[config.mk]
export PLATFORM = sky130hd
export DESIGN_NAME = dot_product_pipelined_param
export DESIGN_NICKNAME = d
export VERILOG_FILES = /design/src/rtl/dot_product_pipelined_param.sv
export SDC_FILE = /design/constraint.sdc
export NUM_CORES = 2
export LEC_CHECK = 0
export ABC_AREA = 1
export CORE_MARGIN = 3
export CORE_UTILIZATION = 50
export DETAILED_ROUTE_END_ITERATION = 12
export PLACE_DENSITY = 0.67
export SETUP_SLACK_MARGIN = 0.4
export SYNTH_ARGS = -nofsm -noshare
export SYNTH_HDL_FRONTEND = slang
export SYNTH_SLANG_ARGS = --single-unit
[constraint.sdc]
create_clock -name clk -period 7.6 [get_ports clk]
set_input_delay 1.52 -clock clk [delete_from_list [all_inputs] [get_ports clk]]
set_output_delay 1.52 -clock clk [all_outputs]
set_load 0.05 [all_outputs]
[src/rtl/dot_product_pipelined_param.sv]
// Purpose: N-lane unsigned weighted-sum pipeline with optional running accumulation and saturate/wrap output.
// Latency: 2 + log2(N) cycles from an accepted beat to out_valid; one beat per clock sustained.
// Backpressure: none; every in_valid beat is taken, and bubbles flow through as out_valid=0.
module dot_product_pipelined_param #(
    parameter int N   = 4,
    parameter int DW  = 16,
    parameter int OW  = 16,
    parameter int SAT = 1
) (
    input  logic            clk,
    input  logic            rst,
    input  logic            in_valid,
    input  logic [N*DW-1:0] i_data,
    input  logic [N*DW-1:0] weights,
    input  logic            acc_en,
    input  logic            acc_clear,
    output logic            out_valid,
    output logic [OW-1:0]   outputRes,
    output logic            overflow
);

    localparam int LG = $clog2(N);
    localparam int SW = 2*DW + LG;
    localparam int TW = SW + 1;
    // Sideband stages: input capture, product stage, then one per adder level.
    localparam int NS = LG + 2;
    localparam logic [TW-1:0] MAXV = (TW'(1) << OW) - TW'(1);

    logic [N*DW-1:0] data_q;
    logic [N*DW-1:0] wts_q;
    logic            vld_q [NS];
    logic            en_q  [NS];
    logic            clr_q [NS];

    // Heap-ordered adder tree: leaves N-1..2N-2 hold products, node i sums
    // children 2i+1 and 2i+2, root node 0 carries the full lossless sum.
    logic [SW-1:0]   node_q [2*N-1];
    logic [OW-1:0]   acc_q;

    logic [TW-1:0]   base_w;
    logic [TW-1:0]   total_w;
    logic            over_w;
    logic [OW-1:0]   res_w;
    logic            take_w;

    always_ff @(posedge clk) begin
        if (rst) begin
            data_q <= '0;
            wts_q  <= '0;
            for (int s = 0; s < NS; s++) begin
                vld_q[s] <= 1'b0;
                en_q[s]  <= 1'b0;
                clr_q[s] <= 1'b0;
            end
        end else begin
            vld_q[0] <= in_valid;
            if (in_valid) begin
                data_q   <= i_data;
                wts_q    <= weights;
                en_q[0]  <= acc_en;
                clr_q[0] <= acc_clear;
            end
            for (int s = 1; s < NS; s++) begin
                vld_q[s] <= vld_q[s-1];
                en_q[s]  <= en_q[s-1];
                clr_q[s] <= clr_q[s-1];
            end
        end
    end

    always_ff @(posedge clk) begin
        if (rst) begin
            for (int i = 0; i < 2*N-1; i++) begin
                node_q[i] <= '0;
            end
        end else begin
            for (int k = 0; k < N; k++) begin
                node_q[N-1+k] <= SW'({{DW{1'b0}}, data_q[k*DW +: DW]} *
                                     {{DW{1'b0}}, wts_q[k*DW +: DW]});
            end
            for (int i = 0; i < N-1; i++) begin
                node_q[i] <= node_q[2*i+1] + node_q[2*i+2];
            end
        end
    end

    always_comb begin
        take_w  = en_q[NS-1] | clr_q[NS-1];
        base_w  = (clr_q[NS-1] || !en_q[NS-1]) ? '0 : TW'(acc_q);
        total_w = base_w + TW'(node_q[0]);
        over_w  = (total_w > MAXV);
        res_w   = (SAT != 0 && over_w) ? '1 : total_w[OW-1:0];
    end

    // Results hold their last valid value across bubbles.
    always_ff @(posedge clk) begin
        if (rst) begin
            out_valid <= 1'b0;
            outputRes <= '0;
            overflow  <= 1'b0;
            acc_q     <= '0;
        end else begin
            out_valid <= vld_q[NS-1];
            if (vld_q[NS-1]) begin
                outputRes <= res_w;
                overflow  <= over_w;
                if (take_w) begin
                    acc_q <= res_w;
                end
            end
        end
    end

endmodule

Word-level counts from Yosys, hierarchy flattened

Memories as Yosys holds them, arrays and structs flattened.
Index checks and enable logic that the tools add are counted.

Reductions and logical operators: 3
Order comparisons: 1
Bitwise logic cells: 20
Add/subtract/negate cells: 4
Multipliers: 4
Multiplexer cells: 27

Operator list:

| cell                 | count |
|---|---|
| $mux 34              | 7 |
| $mul 16x16->32       | 4 |
| $add 34x34->34       | 3 |
| $add 16x34->35       | 1 |
| $gt 35x16->1 const B | 1 |
| $mux 16              | 2 |
| $or 1x1->1           | 20 |
| $mux 1               | 18 |
| $reduce_and 2->1     | 1 |
| $logic_not 1->1      | 1 |
| $logic_or 1x1->1     | 1 |

Bits in writable memories: 250
Word-level logic and storage cells: 69
Flip-flop bits (word level): 162
Output and inout bits: 18
Input port bits: 133
Memories: 4

Memory list:

| name   | words | bits a word | rd ports | clocked after Yosys merged registers in | wr ports | line | text |
|---|---|---|---|---|---|---|---|
| node_q | 7     | 34          | 7        | 0                                       | 7        | 37   | `logic [SW-1:0] node_q [2*N-1];` |
| clr_q  | 4     | 1           | 4        | 0                                       | 4        | 33   | `logic clr_q [NS];` |
| en_q   | 4     | 1           | 4        | 0                                       | 4        | 32   | `logic en_q [NS];` |
| vld_q  | 4     | 1           | 4        | 0                                       | 4        | 31   | `logic vld_q [NS];` |

Logic depth before layout (Yosys ltp)

An unclocked memory read counts as a cell.

Word-level depth: 7
Mapped depth: 30
Mapped depth without buffers: 28

Worst setup path after synthesis

No wires, ideal clock.

Path type: register -> register
From: reg data_q[7]
To: mem node_q[3][27] in the netlist's numbering
Arrival: 5.590 ns
Clock period less this slack: 5.701 ns
Path slack: 1.899 ns
Library setup time: 0.111 ns
Data required time: 7.489 ns
Path buffers: 2
Cell stages (with the launch flop): 26
Path through: dfxtp_1 > clkbuf_1 > clkbuf_1 > nand2_1 > fa_1 > inv_1 > fa_1 > inv_1 > fa_1 > inv_1 > fa_1 > fa_1 > inv_1 > fa_1 > inv_1 > ha_1 > nand2_1 > nor2_1 > nand3_1 > nand3_1 > a21boi_0 > o21ai_0 > a21oi_1 > or2_2 > inv_1 > nor2_1

RTL lines:

| what                     | line | text |
|---|---|---|
| start: declaration       | 29   | `logic [N*DW-1:0] data_q;` |
| start signal: assignment | 58   | `data_q <= i_data;` |
| end: declaration         | 37   |  |

==> flow_summary.toml <==
[floorplan]
coreArea_um2 = 106000
ios = 151
die_w_um = 333
start_util_pct = 50.6
die_area_um2 = 111000
die_h_um = 333
rows = 119

[cts]
clkTransAtPathRegs_ns = 0.06
cts_resized = 0
clk_latency_ns = 0.64
ctsHoldBuffers = 0
cts_max_path_buffers = 3
cts_root_buf = "clkbuf_16"
tritoncts = "done"
post_cts_buffers = 0
cts.sinks = 402
htree_levels = 2
cts-buffers-inserted = 49

[grt]
busiest_layer = "met2"
overflow = 0
antenna_found_initial = 1
use_met1_pct = 33.9
grt_pass1_wl_mm = 233
grt_usage_pct = 25.9
grt_max_degree = 125
gr-usage-met3_pct = 2.99
first_global_vias = 45200
grtUsageMet2_pct = 44.9

[setup_path]
path_class = "reg2reg"
r2r_slack_ns = 1.11
r2r_end = "node_q[5][26]"
rr_worst_depth = 20
path_max_fanout = 17
endpoint_kind = "flip-flop"
cp-start-kind = "flip-flop"
crit_required_ns = 8.17
critPathArrivalTime_ns = 7.06
worstReg2RegStart = "data_q[40]"

[sta]
post-route-period-util_pct = 85.4
whs_ns = 0.399
final_hold_viol_count = 0
period_minus_slack_ns = 6.49
tightest_slew_ns = 1.09
max_freq_mhz = 154
skew_ns = 0.0297
rsz0062_at_grt = "false"
setup_viol = 0
drv_slew = 0
slew_headroom_pct = 27.4
tns_ns = 0

[placement]
dp.cells = 8485
placed_area_um2 = 55700
place.gp.congestion = 0.935
hpwl_mm = 112
io_buffers = 150

[min_path]
hp-start = "clr_q[0][2]"
hold_end = "clr_q[0][3]"
hp-class = "reg2reg"
holdPathStages = 2

[route]
dr.pass1.iters = 6
drt_drc_violations_left = 0
vias_per_cell = 5.22
vias = 44700
drt_iter0_drc = 2965
ant_nets = 0
wirelength_mm = 141
avgRoutedWirePerCell_um = 16.4

[power_and_ir_drop]
leakage_uw = 0.0322
powerDensity_nw_per_um2 = 126
swShare_pct = 37.4
power_frac_comb_pct = 28.8
seqPwrFrac_pct = 37.0
power_frac_clock_pct = 34.2
intPower_uw = 4510
switchingPower_uw = 2700
worst_ir_drop_vdd_uv = 159

[flow_run]
drv_cap = 0

[logic_synthesis]
yosysSeqAreaShare_pct = 15.1
postSynthCellCount = 7259
postSynthAreaPerCell_um2 = 7.38
syn-num-nets = 8701
ys_warn_count = 0
ys_types = 45
synth_seq_cells = 402
netlist_area_um2 = 53600

[layout]
diodes = 0
final_nets = 8587
stdcell_area_um2 = 57400
syn_to_final_growth_pct = 7.19
drive_gt1_share_pct = 1.95
post-route-util_pct = 54.2
fin_cells = 8577

[outcome]
outcome = "complete, no violations"
[power by group through the flow]
stage	Clock, µW	Sequential, µW	Combinational [µW]
6_report	2470	2670	2070
5_1_grt	2610	2690	2390
4_1_cts	2540	2670	2090
3_5_place_dp	0	2710	2070
3_3_place_gp	0	2710	2050
2_1_floorplan	0	2410	1650
[routing by layer]
metal | wire [µm] | part of all wire, %
met1 | 59800 | 42
met2 | 69000 | 49
met3 | 7820 | 5.5
met4 | 4260 | 3.0
met5 | 12 | 0.0085
[worst max-delay path by stage]
stage	from	to	slack, ns
4_1_cts	wts_q[39]	node_q[5][26]	1.20
6_report	data_q[40]	node_q[5][26]	1.11
3_5_place_dp	wts_q[39]	node_q[5][26]	1.25
5_1_grt	wts_q[39]	node_q[5][26]	0.82
3_3_place_gp	wts_q[39]	node_q[5][26]	1.27
2_1_floorplan	data_q[7]	node_q[3][27]	1.90
[synth_stat cells (all sizes together)]
master	n	area, µm²
nor4	19	119
o31a	1	8.76
or2	12	75.1
nor3	36	180
a21o	36	270
o21bai	29	218
o2111a	4	45.0
o21a	55	413
and2	4	25.0
xor2	13	114
nand4	40	250
fa	780	15600
nand3b	7	52.6
a41oi	2	17.5
o31ai	6	45.0
a211oi	3	22.5
edfxtp	2	60.1
o311ai	1	8.76
clkbuf	320	1200
inv	1725	6470
nor3b	3	22.5
nor2	376	1430
a2111oi	1	8.76
nand3	232	1180
xnor2	19	166
a21boi	14	105
o221ai	1	8.76
o21ai	300	1540
nand2	1820	6840
ha	529	6620
o211ai	6	45.0
a21oi	423	2120
buf	11	41.3
a31oi	16	100
dfxtp	400	8010
a221oi	13	114
[final cells by class]
type                    count  area [µm²]
fillers                 10200       48400
multi-input cells        4801       37800
flip-flops and latches    402        8070
inverters                1725        6480
well taps                1391        1740
repair buffers            166        1620
clock buffers              56        1300
clock inverters            36         413
[cell usage in the layout (no fill, tap or decap), drive strengths merged, types with 40 or more instances in the layout]
cell type	netlist	layout
nand2	1820	1820
inv	1725	1733
fa	780	780
ha	529	529
a21oi	423	423
dfxtp	400	400
nor2	376	376
o21ai	300	300
nand3	232	232
clkdlybuf4s50	0	149
clkbuf	320	56
o21a	55	55
nand4	40	40
[through the flow]
stage	worst slack, ns	total power (µW)
global placement	1.27	4760
floorplan	1.90	4050
CTS	1.20	7290
global route	0.818	7690
finish	1.11	7210
detailed placement	1.25	4780
[state kept, by name (all words and copies together) (netlist names)]
name	flops
wts_q	64
vld_q	4
node_q	228
en_q	4
outputRes	16
out_valid	1
data_q	64
clr_q	4
acc_q	16
overflow	1
[critical path, stage by stage, from the launching register on]
cell	delay (ns)
dfxtp_1	0.92
nand2_1	0.18
fa_1	0.58
inv_1	0.05
fa_1	0.48
fa_1	0.61
fa_1	0.44
fa_1	0.49
inv_1	0.05
fa_1	0.48
inv_1	0.04
ha_1	0.35
nand2_1	0.14
nor3_1	0.54
nand4_1	0.31
nand3_1	0.24
a21o_1	0.17
nand2_1	0.06
nand3_1	0.08
o21ai_0	0.08
a21oi_1	0.15
[cells by family after synthesis]
kind of cell	Yosys count	synth area share (%)
adder cells (fa/ha/maj)	1309	41.5
flip-flops	402	15.1
AND/OR/NAND/NOR	2549	19.0
XOR/XNOR	32	0.523
AO/OA/AOI/OAI	911	9.49
buffers and inverters	2056	14.4
Power figures use the tool's default switching activity.
